<file path="src/rtl/ex_mdu_pkg.sv">
// ============================================================================
// Module : ex_mdu_pkg
// Shared op codes, FSM states and sign helpers for the execute-stage MDU.
// Rev    : 1.0
// ============================================================================
`default_nettype none

package ex_mdu_pkg;

    localparam int          REG_BUS   = 32;
    localparam logic [31:0] ZERO_WORD = 32'h0000_0000;

    localparam logic [2:0] MDU_MUL    = 3'b000;
    localparam logic [2:0] MDU_MULH   = 3'b001;
    localparam logic [2:0] MDU_MULHSU = 3'b010;
    localparam logic [2:0] MDU_MULHU  = 3'b011;
    localparam logic [2:0] MDU_DIV    = 3'b100;
    localparam logic [2:0] MDU_DIVU   = 3'b101;
    localparam logic [2:0] MDU_REM    = 3'b110;
    localparam logic [2:0] MDU_REMU   = 3'b111;

    typedef enum logic [1:0] {
        MDU_IDLE = 2'd0,
        MDU_CALC = 2'd1,
        MDU_FIX  = 2'd2,
        MDU_DONE = 2'd3
    } mdu_state_e;

    function automatic logic op1_signed(input logic [2:0] op);
        return (op == MDU_MULH) || (op == MDU_MULHSU) || (op == MDU_DIV) || (op == MDU_REM);
    endfunction

    function automatic logic op2_signed(input logic [2:0] op);
        return (op == MDU_MULH) || (op == MDU_DIV) || (op == MDU_REM);
    endfunction

endpackage

`default_nettype wire

</file>
<file path="src/rtl/ex_mdu_div_core.sv">
// ============================================================================
// Module : mdu_div_core
// One combinational restoring radix-2 division step on a {remainder,quotient}.
// Rev    : 1.0
// ============================================================================
`default_nettype none

module mdu_div_core #(
    parameter int XLEN = 32
) (
    input  logic [2*XLEN-1:0] i_rq,
    input  logic [XLEN-1:0]   i_divisor,
    output logic [2*XLEN-1:0] o_rq
);

    // Partial remainder keeps XLEN+1 bits: the shifted-in bit can exceed XLEN.
    logic [XLEN:0]   w_part;
    logic [XLEN+1:0] w_diff;
    logic [XLEN-1:0] w_qshift;

    assign w_part   = i_rq[2*XLEN-1:XLEN-1];
    assign w_diff   = {1'b0, w_part} - {2'b00, i_divisor};
    assign w_qshift = {i_rq[XLEN-2:0], 1'b0};

    always_comb begin
        if (w_diff[XLEN+1]) begin
            o_rq = {w_part[XLEN-1:0], w_qshift};
        end else begin
            o_rq = {w_diff[XLEN-1:0], w_qshift[XLEN-1:1], 1'b1};
        end
    end

endmodule

`default_nettype wire

</file>
<file path="src/rtl/ex_mdu.sv">
// ============================================================================
// Module : ex_mdu
// Iterative RV32M multiply/divide unit with pipeline stall request.
// Optional single-cycle multiply when MDU_FAST_MUL_EN is defined.
// Rev    : 1.0
// ============================================================================
`default_nettype none

module ex_mdu
    import ex_mdu_pkg::*;
#(
    parameter int XLEN = REG_BUS
) (
    input  logic            clk,
    input  logic            rst,
    input  logic            start,
    input  logic [2:0]      mdu_op,
    input  logic [XLEN-1:0] s_op1,
    input  logic [XLEN-1:0] s_op2,
    input  logic            flush,
    input  logic            stall_hold,
    output logic            stall_req,
    output logic            done,
    output logic [XLEN-1:0] result
);

    localparam logic [XLEN-1:0] c_MIN = {1'b1, {(XLEN-1){1'b0}}};

    mdu_state_e      r_state, w_next;
    logic [5:0]      r_cnt;
    logic [2:0]      r_op;
    logic [XLEN-1:0] r_b;
    logic            r_neg_q, r_neg_r;
    logic [2*XLEN-1:0] r_acc;

    logic            w_s1, w_s2, w_div_zero, w_ovf, w_special, w_fast;
    logic [XLEN-1:0] w_abs1, w_abs2, w_special_res, w_fast_res, w_fix_res;
    logic [XLEN:0]   w_msum;
    logic [2*XLEN-1:0] w_mul_next, w_div_next, w_prod_neg;

    assign w_s1   = op1_signed(mdu_op) & s_op1[XLEN-1];
    assign w_s2   = op2_signed(mdu_op) & s_op2[XLEN-1];
    assign w_abs1 = w_s1 ? -s_op1 : s_op1;
    assign w_abs2 = w_s2 ? -s_op2 : s_op2;

    assign w_div_zero    = mdu_op[2] & (s_op2 == '0);
    assign w_ovf         = ((mdu_op == MDU_DIV) || (mdu_op == MDU_REM)) &&
                           (s_op1 == c_MIN) && (s_op2 == '1);
    assign w_special     = w_div_zero | w_ovf;
    // funct3 bit 1 distinguishes REM* from DIV* among divide ops
    assign w_special_res = w_div_zero ? (mdu_op[1] ? s_op1 : '1)
                                      : (mdu_op[1] ? '0 : c_MIN);

`ifdef MDU_FAST_MUL_EN
    logic signed [XLEN:0]     w_m1, w_m2;
    logic signed [2*XLEN+1:0] w_fprod;
    assign w_m1       = {w_s1, s_op1};
    assign w_m2       = {w_s2, s_op2};
    assign w_fprod    = w_m1 * w_m2;
    assign w_fast     = ~mdu_op[2];
    assign w_fast_res = (mdu_op == MDU_MUL) ? w_fprod[XLEN-1:0] : w_fprod[2*XLEN-1:XLEN];
`else
    assign w_fast     = 1'b0;
    assign w_fast_res = '0;
`endif

    assign w_msum     = {1'b0, r_acc[2*XLEN-1:XLEN]} + (r_acc[0] ? {1'b0, r_b} : '0);
    assign w_mul_next = {w_msum, r_acc[XLEN-1:1]};

    mdu_div_core #(.XLEN(XLEN)) u_div_core (
        .i_rq      (r_acc),
        .i_divisor (r_b),
        .o_rq      (w_div_next)
    );

    assign w_prod_neg = r_neg_q ? -r_acc : r_acc;

    always_comb begin
        w_fix_res = r_acc[XLEN-1:0];
        case (r_op)
            MDU_MUL:               w_fix_res = r_acc[XLEN-1:0];
            MDU_MULH, MDU_MULHSU:  w_fix_res = w_prod_neg[2*XLEN-1:XLEN];
            MDU_MULHU:             w_fix_res = r_acc[2*XLEN-1:XLEN];
            MDU_DIV:               w_fix_res = r_neg_q ? -r_acc[XLEN-1:0] : r_acc[XLEN-1:0];
            MDU_DIVU:              w_fix_res = r_acc[XLEN-1:0];
            MDU_REM:               w_fix_res = r_neg_r ? -r_acc[2*XLEN-1:XLEN] : r_acc[2*XLEN-1:XLEN];
            default:               w_fix_res = r_acc[2*XLEN-1:XLEN];
        endcase
    end

    always_ff @(posedge clk or negedge rst) begin
        if (!rst) begin
            r_state <= MDU_IDLE;
        end else begin
            r_state <= w_next;
        end
    end

    always_comb begin
        w_next    = r_state;
        stall_req = 1'b0;
        done      = 1'b0;
        case (r_state)
            MDU_IDLE: begin
                if (start && !flush) begin
                    stall_req = 1'b1;
                    w_next    = (w_special || w_fast) ? MDU_DONE : MDU_CALC;
                end
            end
            MDU_CALC: begin
                stall_req = 1'b1;
                if (r_cnt == 6'd31) begin
                    w_next = MDU_FIX;
                end
            end
            MDU_FIX: begin
                stall_req = 1'b1;
                w_next    = MDU_DONE;
            end
            default: begin
                done = 1'b1;
                if (!stall_hold) begin
                    w_next = MDU_IDLE;
                end
            end
        endcase
        if (flush) begin
            w_next = MDU_IDLE;
        end
    end

    always_ff @(posedge clk or negedge rst) begin
        if (!rst) begin
            r_cnt   <= '0;
            r_op    <= '0;
            r_b     <= '0;
            r_neg_q <= 1'b0;
            r_neg_r <= 1'b0;
            r_acc   <= '0;
            result  <= ZERO_WORD;
        end else begin
            case (r_state)
                MDU_IDLE: begin
                    if (start && !flush) begin
                        r_op    <= mdu_op;
                        r_b     <= w_abs2;
                        r_neg_q <= w_s1 ^ w_s2;
                        r_neg_r <= w_s1;
                        r_cnt   <= '0;
                        r_acc   <= {{XLEN{1'b0}}, w_abs1};
                        if (w_special) begin
                            result <= w_special_res;
                        end else if (w_fast) begin
                            result <= w_fast_res;
                        end
                    end
                end
                MDU_CALC: begin
                    r_cnt <= r_cnt + 6'd1;
                    r_acc <= r_op[2] ? w_div_next : w_mul_next;
                end
                MDU_FIX: begin
                    if (!flush) begin
                        result <= w_fix_res;
                    end
                end
                default: ;
            endcase
        end
    end

endmodule

`default_nettype wire

</file>
<file path="config.mk">
export PLATFORM = sky130hd
export DESIGN_NAME = ex_mdu
export DESIGN_NICKNAME = d
export VERILOG_FILES = /design/src/rtl/ex_mdu_pkg.sv /design/src/rtl/ex_mdu_div_core.sv /design/src/rtl/ex_mdu.sv
export SDC_FILE = /design/constraint.sdc
export NUM_CORES = 1
export LEC_CHECK = 0
export CAP_MARGIN = 20
export CORE_ASPECT_RATIO = 1.4
export CORE_MARGIN = 1.5
export CORE_UTILIZATION = 36
export CTS_BUF_LIST = sky130_fd_sc_hd__clkbuf_16
export CTS_CLUSTER_DIAMETER = 100
export CTS_CLUSTER_SIZE = 28
export DETAILED_ROUTE_END_ITERATION = 8
export RECOVER_POWER = 50
export SLEW_MARGIN = 20
export SYNTH_ARGS = -nofsm -noshare
export SYNTH_HDL_FRONTEND = slang
export SYNTH_HIERARCHICAL = 1
export SYNTH_SLANG_ARGS = --single-unit
</file>
<file path="constraint.sdc">
create_clock -name clk -period 5.7 [get_ports clk]
set_clock_uncertainty 0.05 [all_clocks]
set_input_delay 0.57 -clock clk [delete_from_list [all_inputs] [get_ports clk]]
set_output_delay 0.57 -clock clk [all_outputs]
set_load 0.03 [all_outputs]
</file>
* Yosys cells after proc, flatten, opt, wreduce, memory -nomap -nowiden
Index checks and enable logic that the tools add are counted.
** Storage, ports and cells
- Register bits :: 141
- Bits in latches :: 0
- RAM bits :: 0
- ROM bits :: 0
- Input bits :: 72
- Memories :: 0
** Cells by class
- Add/sub/neg operators :: 8
- $mul :: 0
- Div/mod/pow operators :: 0
- Order comparisons :: 0
- Equal/unequal tests :: 20
- Shift-type cells :: 0
- Muxes and demuxes :: 29
- Bitwise logic cells :: 5
- Reduce and logical (&&, ||, !) cells :: 23
** Operators with widths (count)
- two-way mux 32 bit :: 11
- two-way mux 64 bit :: 4
- negation 32 bit :: 4
- case mux 32 bit (4 select lines) :: 1
- case mux 64 bit (2 select lines) :: 1
- == test 32 bit, second input constant :: 2
- negation 64 bit :: 1
- case mux 32 bit (2 select lines) :: 1
- subtractor 33 x 32 -> 34 bit :: 1
- adder 32 x 32 -> 33 bit :: 1
- zero test 32 bit :: 1
- == test 3 bit, second input constant :: 5
- case mux 6 bit (2 select lines) :: 1
- two-way mux 2 bit :: 5
- adder 6 x 1 -> 6 bit, second input constant :: 1
- == test 3 x 1 -> 1 bit, second input constant :: 2
- == test 3 x 2 -> 1 bit, second input constant :: 2
- == test 6 x 5 -> 1 bit, second input constant :: 1
- logical OR 1 bit :: 6
- two-way mux 6 bit :: 1
- inequality test 2 bit, second input constant :: 3
- inequality test 3 bit, second input constant :: 2
- case mux 2 bit (3 select lines) :: 1
- OR reduction 2 bit :: 3
- other kinds (17) :: 24

* Longest topological paths before layout
Gate-level depths: netlist of the first run.
- Depth in word-level cells :: 9
- Mapped depth :: 16

* By module
The synthesis of the first run kept the hierarchy.
** Modules (own cells, without submodules)
- ex_mdu :: instances 1, cells an instance 1843, area each 13533.0 um^2
- mdu_div_core :: instances 1, cells an instance 404, area each 2662.6 um^2

* Worst setup path after synthesis of the first run
Ideal clock, no wire load.
- Path type :: reg-to-reg
- From :: reg r_acc[0]
- To :: reg r_acc[51]
- Library setup time :: 0.120 ns
- Arrival time :: 3.235 ns
- Data required time :: 5.530 ns
- Path slack :: 2.296 ns
- Cell stages (with the launch flop) :: 14
- Buffers on the path :: 2
- Path through :: dfrtp_1 > clkbuf_1 > clkbuf_1 > and2_1 > ha_1 > or4_1 > o21ai_0 > o31ai_1 > a221oi_1 > o21bai_1 > a211oi_1 > nor2_1 > or3_1 > a31o_1
** Between the ends
- Cells in the longest elaborated chain, start to end :: 4
** Ends and longest elaborated chain
- start, declared :: RTL line ex_mdu.sv:34 : logic [2*XLEN-1:0] r_acc;
- start signal, assigned :: RTL line ex_mdu.sv:150 : r_acc <= {{XLEN{1'b0}}, w_abs1};
- start signal, assigned :: RTL line ex_mdu.sv:160 : r_acc <= r_op[2] ? w_div_next : w_mul_next;
- two-way mux 32 bit :: RTL line ex_mdu.sv:67 : assign w_msum = {1'b0, r_acc[2*XLEN-1:XLEN]} + (r_acc[0] ? {1'b0, r_b} : '0);
- adder 32 x 32 -> 33 bit :: RTL line ex_mdu.sv:67
- two-way mux 64 bit :: RTL line ex_mdu.sv:160
- case mux 64 bit (2 select lines) :: RTL line ex_mdu.sv:142 : case (r_state)
No other way between the ends.
A chain may end at the register's enable or synchronous reset.

* Final worst setup path of the first run
- From :: in s_op1[25]
- To :: reg result[21]
** Between the ends
- Cells in the longest elaborated chain, start to end :: 6
** Ends and longest elaborated chain
- start, declared :: RTL line ex_mdu.sv:18 : input logic [XLEN-1:0] s_op1,
- == test 32 bit :: RTL line ex_mdu.sv:48 : (s_op1 == c_MIN) && (s_op2 == '1);
- logical AND 1 bit :: RTL line ex_mdu.sv:47 : assign w_ovf = ((mdu_op == MDU_DIV) || (mdu_op == MDU_REM)) &&
- logical AND 1 bit :: RTL line ex_mdu.sv:48
- bitwise OR 1 bit :: RTL line ex_mdu.sv:49 : assign w_special = w_div_zero | w_ovf;
- inequality test 2 bit (no source line)
- AND reduction 4 bit (no source line)
- end signal, assigned :: RTL line ex_mdu.sv:152 : result <= w_special_res;
- end signal, assigned :: RTL line ex_mdu.sv:154 : result <= w_fast_res;
- end signal, assigned :: RTL line ex_mdu.sv:164 : result <= w_fix_res;
- end, declared :: RTL line ex_mdu.sv:24 : output logic [XLEN-1:0] result
No other way between the ends.

==> results.sh, run 1 <==
export IMPL_fmax_mhz=235
export IMPL_period_share_pct=74.7
export IMPL_nNetsFinal=2363
export IMPL_hold_path_class="flop to flop"
export IMPL_synthAdderAreaFrac_pct=5.96
export IMPL_dp_hpwl_mm=46.9
export IMPL_yosysMostFrequentCell="nand2_1"
export IMPL_core_area_um2=44200
export IMPL_period_needed_ns=4.26
export IMPL_wirelength_mm=61.9
export IMPL_antenna_found_initial=1
export IMPL_p_per_area_nw_per_um2=690
export IMPL_setup_viol=0
export IMPL_synth_top_family_by_area="compound AO/OA/AOI/OAI gates"
export IMPL_grt_overflow_total=0
export IMPL_cts_resized=0
export IMPL_final_setup_tns_ns=0
export IMPL_ys_top_cells_by_count="nand2_1, o21ai_0, a21oi_1"
export IMPL_fp_dieW_um=182
export IMPL_tightest_slew_ns=1.60
export IMPL_vias=16900
export IMPL_critPathBufInv=1
export IMPL_clk_latency_ns=0.47
export IMPL_crit_required_ns=6.01
export IMPL_fin_area_um2=17900
export IMPL_netlist_instances=2247
export IMPL_power_frac_seq_pct=19.2
export IMPL_end_kind="flop"
export IMPL_critPathMaxFanout=60
export IMPL_syn_cell_area_um2=16200
export IMPL_max_stage_delay_ns=1.05
export IMPL_rows=91
export IMPL_p_leak_nw=7.27
export IMPL_rsz0062_at_grt="no"
export IMPL_synth_xor_area_share_pct=7.90
export IMPL_clock_sinks=141
export IMPL_grt_pass1_wl_mm=94.9
export IMPL_drtIter0Drc=1320
export IMPL_crit_path_top_delay_cell="nor4_1"
export IMPL_synth_compound_area_share_pct=28.9
export IMPL_yosys_cell_types_count=95
export IMPL_internal_power_mw=5.33
export IMPL_io_buffers=105
export IMPL_path_cells="clkdlybuf4s50_1 > or4_1 > nor4_1 > and4_1 > a2bb2o_1 > nand3_1 > a21o_4 > or2_1 > nor4b_2 > nor2_1"
export IMPL_detail_route_vias_per_cell=6.07
export IMPL_dieArea_um2=46300
export IMPL_finalHoldViolations=0
export IMPL_utilization_pct=40.6
export IMPL_violations="capacitance limit, slew limit"
export IMPL_dp_cells=2753
export IMPL_synth_top_cell_by_area="dfrtp_1"
export IMPL_yosysSeqAreaShare_pct=21.8
export IMPL_area_growth_pct=10.8
export IMPL_synth_edf_count=0
export IMPL_synth_mux_area_share_pct=4.06
export IMPL_startpoint_type="primary input"
export IMPL_cts_tree="built"
export IMPL_clkPwrFrac_pct=9.3
export IMPL_grt_start_max_net_pins=95
export IMPL_clkTransAtPathRegs_ns=0.07
export IMPL_drv_cap=2
export IMPL_slew_viol_final=60
export IMPL_peakVddDrop_mv=0.314
export IMPL_netSwitchingFraction_pct=57.0
export IMPL_synth_area_leaders="dfrtp_1, nand2_1, o21ai_0, ha_1, a21oi_1"
export IMPL_p_comb_share_pct=71.5
export IMPL_ys_warn_count=6
export IMPL_grt_usage_pct=26.8
export IMPL_start_util_pct=36.7
export IMPL_status="complete, but fails checks"
export IMPL_syn_num_nets=2395
export IMPL_pin_count=106
export IMPL_cts_root_buffer="clkbuf_16"
export IMPL_dpl_cell_area_um2=17300
export IMPL_synth_top_cell_area_share_pct=21.8
export IMPL_clockBufferDepth=2
export IMPL_critical_path_class="primary input to flop"
export IMPL_wire_per_inst_um=22.2
export IMPL_die_y_um=254
export IMPL_crit_family="simple AND/OR/NAND/NOR gates"
export IMPL_drc=0
export IMPL_first_global_vias=16400
export IMPL_ys_async_sr_fraction_pct=100
export IMPL_dr_pass1_iters=5
export IMPL_drive_above_1_share_pct=5.92
export IMPL_cts_buffers=17
export IMPL_cts_setup_buffers=0
export IMPL_final_cells=2788
export IMPL_netSwitchingPower_mw=7.05
export IMPL_h_tree_depth=4
export IMPL_postCtsHoldBufs=1
export IMPL_synth_flop_cell="dfrtp_1"
export IMPL_yosys_register_bits=141
export IMPL_gp_congestion=1.01
export IMPL_slew_limit_headroom_pct=-6.96
export IMPL_drtAntennaViolNets=0
export IMPL_syn_area_per_cell_um2=7.21
export IMPL_arrival_ns=4.57
export IMPL_yosys_area_share_simple_pct=23.8
[per-stage QoR]
step	total power, mW	hold WS [ns]	worst slack (ns)
floorplan	8.54	0.224	2.30
global placement	10.9	0.392	1.02
finish	12.4	0.435	1.44
detailed placement	11.0	0.393	0.952
global route	13.3	0.473	1.43
CTS	12.2	0.449	1.46
[path summary, 6_finish.rpt]
kind | start | end | slack (ns) | depth (start not counted)
max | s_op1[25] | result[21] | 1.44 | 10
min | result[9] | result[9] | 0.44 | 2
max reg2reg | r_acc[9] | result[16] | 1.74 | 9
min reg2reg | result[9] | result[9] | 0.44 | 2
max in group asynchronous | rst | r_op[2] | 2.37 | 3
min in group asynchronous | rst | r_acc[8] | 0.91 | 2
[cells in the final DEF (no fill, tap or decap), types with 64 or more instances in the layout]
master	instances
xnor2_1	82
dfrtp_1	140
xor2_1	64
nand2_1	299
inv_1	88
clkdlybuf4s50_1	88
a21oi_1	183
o21ai_0	213
ha_1	73
nor2_1	147
[cells by family (layout without fill, tap and decap cells)]
group                      Yosys count  after routing
adders and majority gates           76             76
AOI/OAI and AO/OA                  751            751
DFF                                141            141
muxes                               63             63
buffers and inverters              282            263
xor gates and xnor gates           146            146
and+or+nand+nor                    788            788
other                                0              2
[metal layers]
metal  vias up  GRT usage, %  wire, um
met5         -             0         0
met4         0          19.5      4510
met3       201          4.14      3850
met2       722          45.1     29000
met1      7961          30.8     24500
li1       8052             -         -
[power by group through the flow]
stage / logic (mW) / registers [mW] / clock network [mW]
6_report: 8.85 / 2.37 / 1.15
5_1_grt: 9.65 / 2.44 / 1.21
4_1_cts: 8.69 / 2.34 / 1.18
3_5_place_dp: 8.65 / 2.36 / 0
3_3_place_gp: 8.60 / 2.35 / 0
2_1_floorplan: 6.63 / 1.91 / 0
[worst register-to-register path, stage by stage, from the launching register on]
cell      delay (ns)
dfrtp_1         0.53
or4_4           0.61
nor4_4          0.49
nand3_1         0.69
o21ai_1         0.37
xor2_1          0.21
o221ai_1        0.14
o21ai_1         0.34
o21ai_1         0.10
mux2_1          0.31
[flip-flops by register name, summed over array words and instances, names as in the netlist]
name     count
r_acc       64
result      32
r_b         32
r_state      2
r_op         3
r_neg_r      1
r_cnt        6
r_neg_q      1
[cell type report]
cell class / instances / area, um^2
Sequential cell: 141 / 3530
Antenna cell: 2 / 5.00
Inverter: 93 / 349
Clock buffer: 17 / 425
Tap cell: 558 / 698
Clock inverter: 15 / 164
Timing Repair Buffer: 138 / 1290
Multi-Input combinational cell: 1824 / 11500
Fill cell: 4628 / 26200
No activity file was read; power rests on OpenSTA's default activity.
==> run 2: changes to the inputs <==
==> constraint.sdc (replaced) <==
create_clock -name clk -period 3.6 [get_ports clk]
set_clock_uncertainty 0.05 [all_clocks]
set_input_delay 0.36 -clock clk [delete_from_list [all_inputs] [get_ports clk]]
set_output_delay 0.36 -clock clk [all_outputs]
set_load 0.03 [all_outputs]
==> results.sh, run 2 (same netlist as run 1, synthesis figures left out) <==
export IMPL_vias=17800
export IMPL_grt_usage_pct=28.9
export IMPL_period_needed_ns=3.42
export IMPL_status="complete, but fails checks"
export IMPL_area_growth_pct=20.5
export IMPL_cts_tree="built"
export IMPL_first_global_vias=17500
export IMPL_dp_hpwl_mm=52.7
export IMPL_wire_per_inst_um=22.3
export IMPL_grt_overflow_total=0
export IMPL_drive_above_1_share_pct=13.9
export IMPL_hold_path_class="flop to flop"
export IMPL_drtAntennaViolNets=0
export IMPL_io_buffers=105
export IMPL_path_cells="buf_12 > buf_4 > and2_1 > ha_1 > a21oi_1 > o21ai_0 > a21o_1 > nand2_1 > o311a_1 > or2_2 > a311oi_1 > o221ai_1"
export IMPL_crit_required_ns=3.89
export IMPL_end_kind="flop"
export IMPL_critPathMaxFanout=19
export IMPL_pin_count=106
export IMPL_arrival_ns=3.71
export IMPL_gp_congestion=1.00
export IMPL_critical_path_class="flop to flop"
export IMPL_final_cell_mix="nand2_1, buf_4, o21ai_0"
export IMPL_antenna_cells=0
export IMPL_antenna_found_initial=2
export IMPL_rsz0062_at_grt="no"
export IMPL_critPathBufInv=2
export IMPL_nNetsFinal=2570
export IMPL_clkTransAtPathRegs_ns=0.06
export IMPL_drc=0
export IMPL_pre_cts_ws_ns=-0.0419
export IMPL_setup_viol=0
export IMPL_finalHoldViolations=0
export IMPL_rows=91
export IMPL_startpoint_type="flop"
export IMPL_cts_root_buffer="clkbuf_16"
export IMPL_drtIter0Drc=1261
export IMPL_dr_pass1_iters=6
export IMPL_peakVddDrop_mv=0.614
export IMPL_violations="capacitance limit, slew limit"
export IMPL_whs_ns=0.429
export IMPL_drv_cap=1
export IMPL_max_stage_delay_ns=0.41
export IMPL_slew_limit_headroom_pct=-47.8
export IMPL_grt_pass1_wl_mm=102
export IMPL_p_per_area_nw_per_um2=1080
export IMPL_final_common_cell="nand2_1"
export IMPL_largest_register_ff_count=64
export IMPL_reg_top3="r_acc: 64 flops, r_b: 32 flops, result: 32 flops"
export IMPL_detail_route_vias_per_cell=5.95
export IMPL_fin_ws_ns=0.180
export IMPL_period_share_pct=95.0
export IMPL_clk_latency_ns=0.49
export IMPL_dieArea_um2=46300
export IMPL_crit_family="compound AO/OA/AOI/OAI gates"
export IMPL_h_tree_depth=4
export IMPL_die_y_um=254
export IMPL_tightest_slew_ns=2.22
export IMPL_largest_register="r_acc"
export IMPL_crit_path_top_delay_cell="o311a_1"
export IMPL_fp_dieW_um=182
export IMPL_cts_buffers=17
export IMPL_clock_sinks=141
export IMPL_fmax_mhz=292
export IMPL_clockBufferDepth=2
export IMPL_grt_start_max_net_pins=79
export IMPL_core_area_um2=44200
export IMPL_start_util_pct=36.7
export IMPL_slew_viol_final=79
export IMPL_p_leak_nw=8.30
export IMPL_wirelength_mm=66.7
run 2: stage by stage:
| stage | cell area (um^2) | TNS [ns] | utilization [%] | cells | total power [mW] |
|---|---|---|---|---|---|
| final | 19500 | 0 | 44.2 | 2993 | 21.2 |
| after CTS | 19500 | 0 | 44.2 | 2993 | 21.0 |
| after floorplan | 16200 | 0 | - | 2247 | 13.5 |
| after detailed placement | 18900 | -0.480 | 42.9 | 2960 | 19.0 |
| after global routing | 19500 | 0 | 44.2 | 2993 | 22.7 |
| after global placement | 18900 | -2.18 | 42.9 | 2960 | 18.9 |
run 2: worst paths after layout:
check                      startpoint         end  slack (ns)  cells after the start
setup / recovery             r_acc[0]   r_acc[60]        0.18                     12
hold / removal             result[12]  result[12]        0.43                      2
setup reg to reg             r_acc[0]   r_acc[60]        0.18                     12
hold reg to reg            result[12]  result[12]        0.43                      2
max in group asynchronous         rst      r_b[7]        0.85                      3
min in group asynchronous         rst   result[4]        0.99                      2
run 2: cell type report:
| type | instances | area, um^2 |
|---|---|---|
| Timing Repair Buffer | 345 | 2890 |
| Multi-Input combinational cell | 1824 | 11500 |
| Fill cell | 4596 | 24700 |
| Sequential cell | 141 | 3530 |
| Tap cell | 558 | 698 |
| Inverter | 93 | 349 |
| Clock buffer | 17 | 425 |
| Clock inverter | 15 | 163 |
run 2: routing by layer:
metal	up-vias	share of wire, %	GRT usage [%]
met5	-	0.019	0
met4	2	7.6	20.8
met3	227	5.2	3.24
met2	735	48	50.3
met1	8391	39	32.8
li1	8460	-	-
run 2: power by group:
group / switching [mW] / internal [mW] / leakage [nW] / total (mW)
Clock: 0.836 / 1.03 / 0.281 / 1.86
Combinational: 9.87 / 6.29 / 6.22 / 16.2
Sequential: 0.889 / 2.26 / 1.80 / 3.15
Total: 11.6 / 9.57 / 8.30 / 21.2
run 2: what timing repair did:
action / 4_1_cts / 5_1_grt
endpoints found under the hold margin: 75 / 0
hold buffers: 1 / 0
buffers inserted: 0 / 0
gates resized for setup: 0 / 0
run 2: worst min-delay path, cell delays in order (launching register included):
cell and delay (ns):
dfrtp_1 0.34, nand2_1 0.05, o21ai_1 0.06
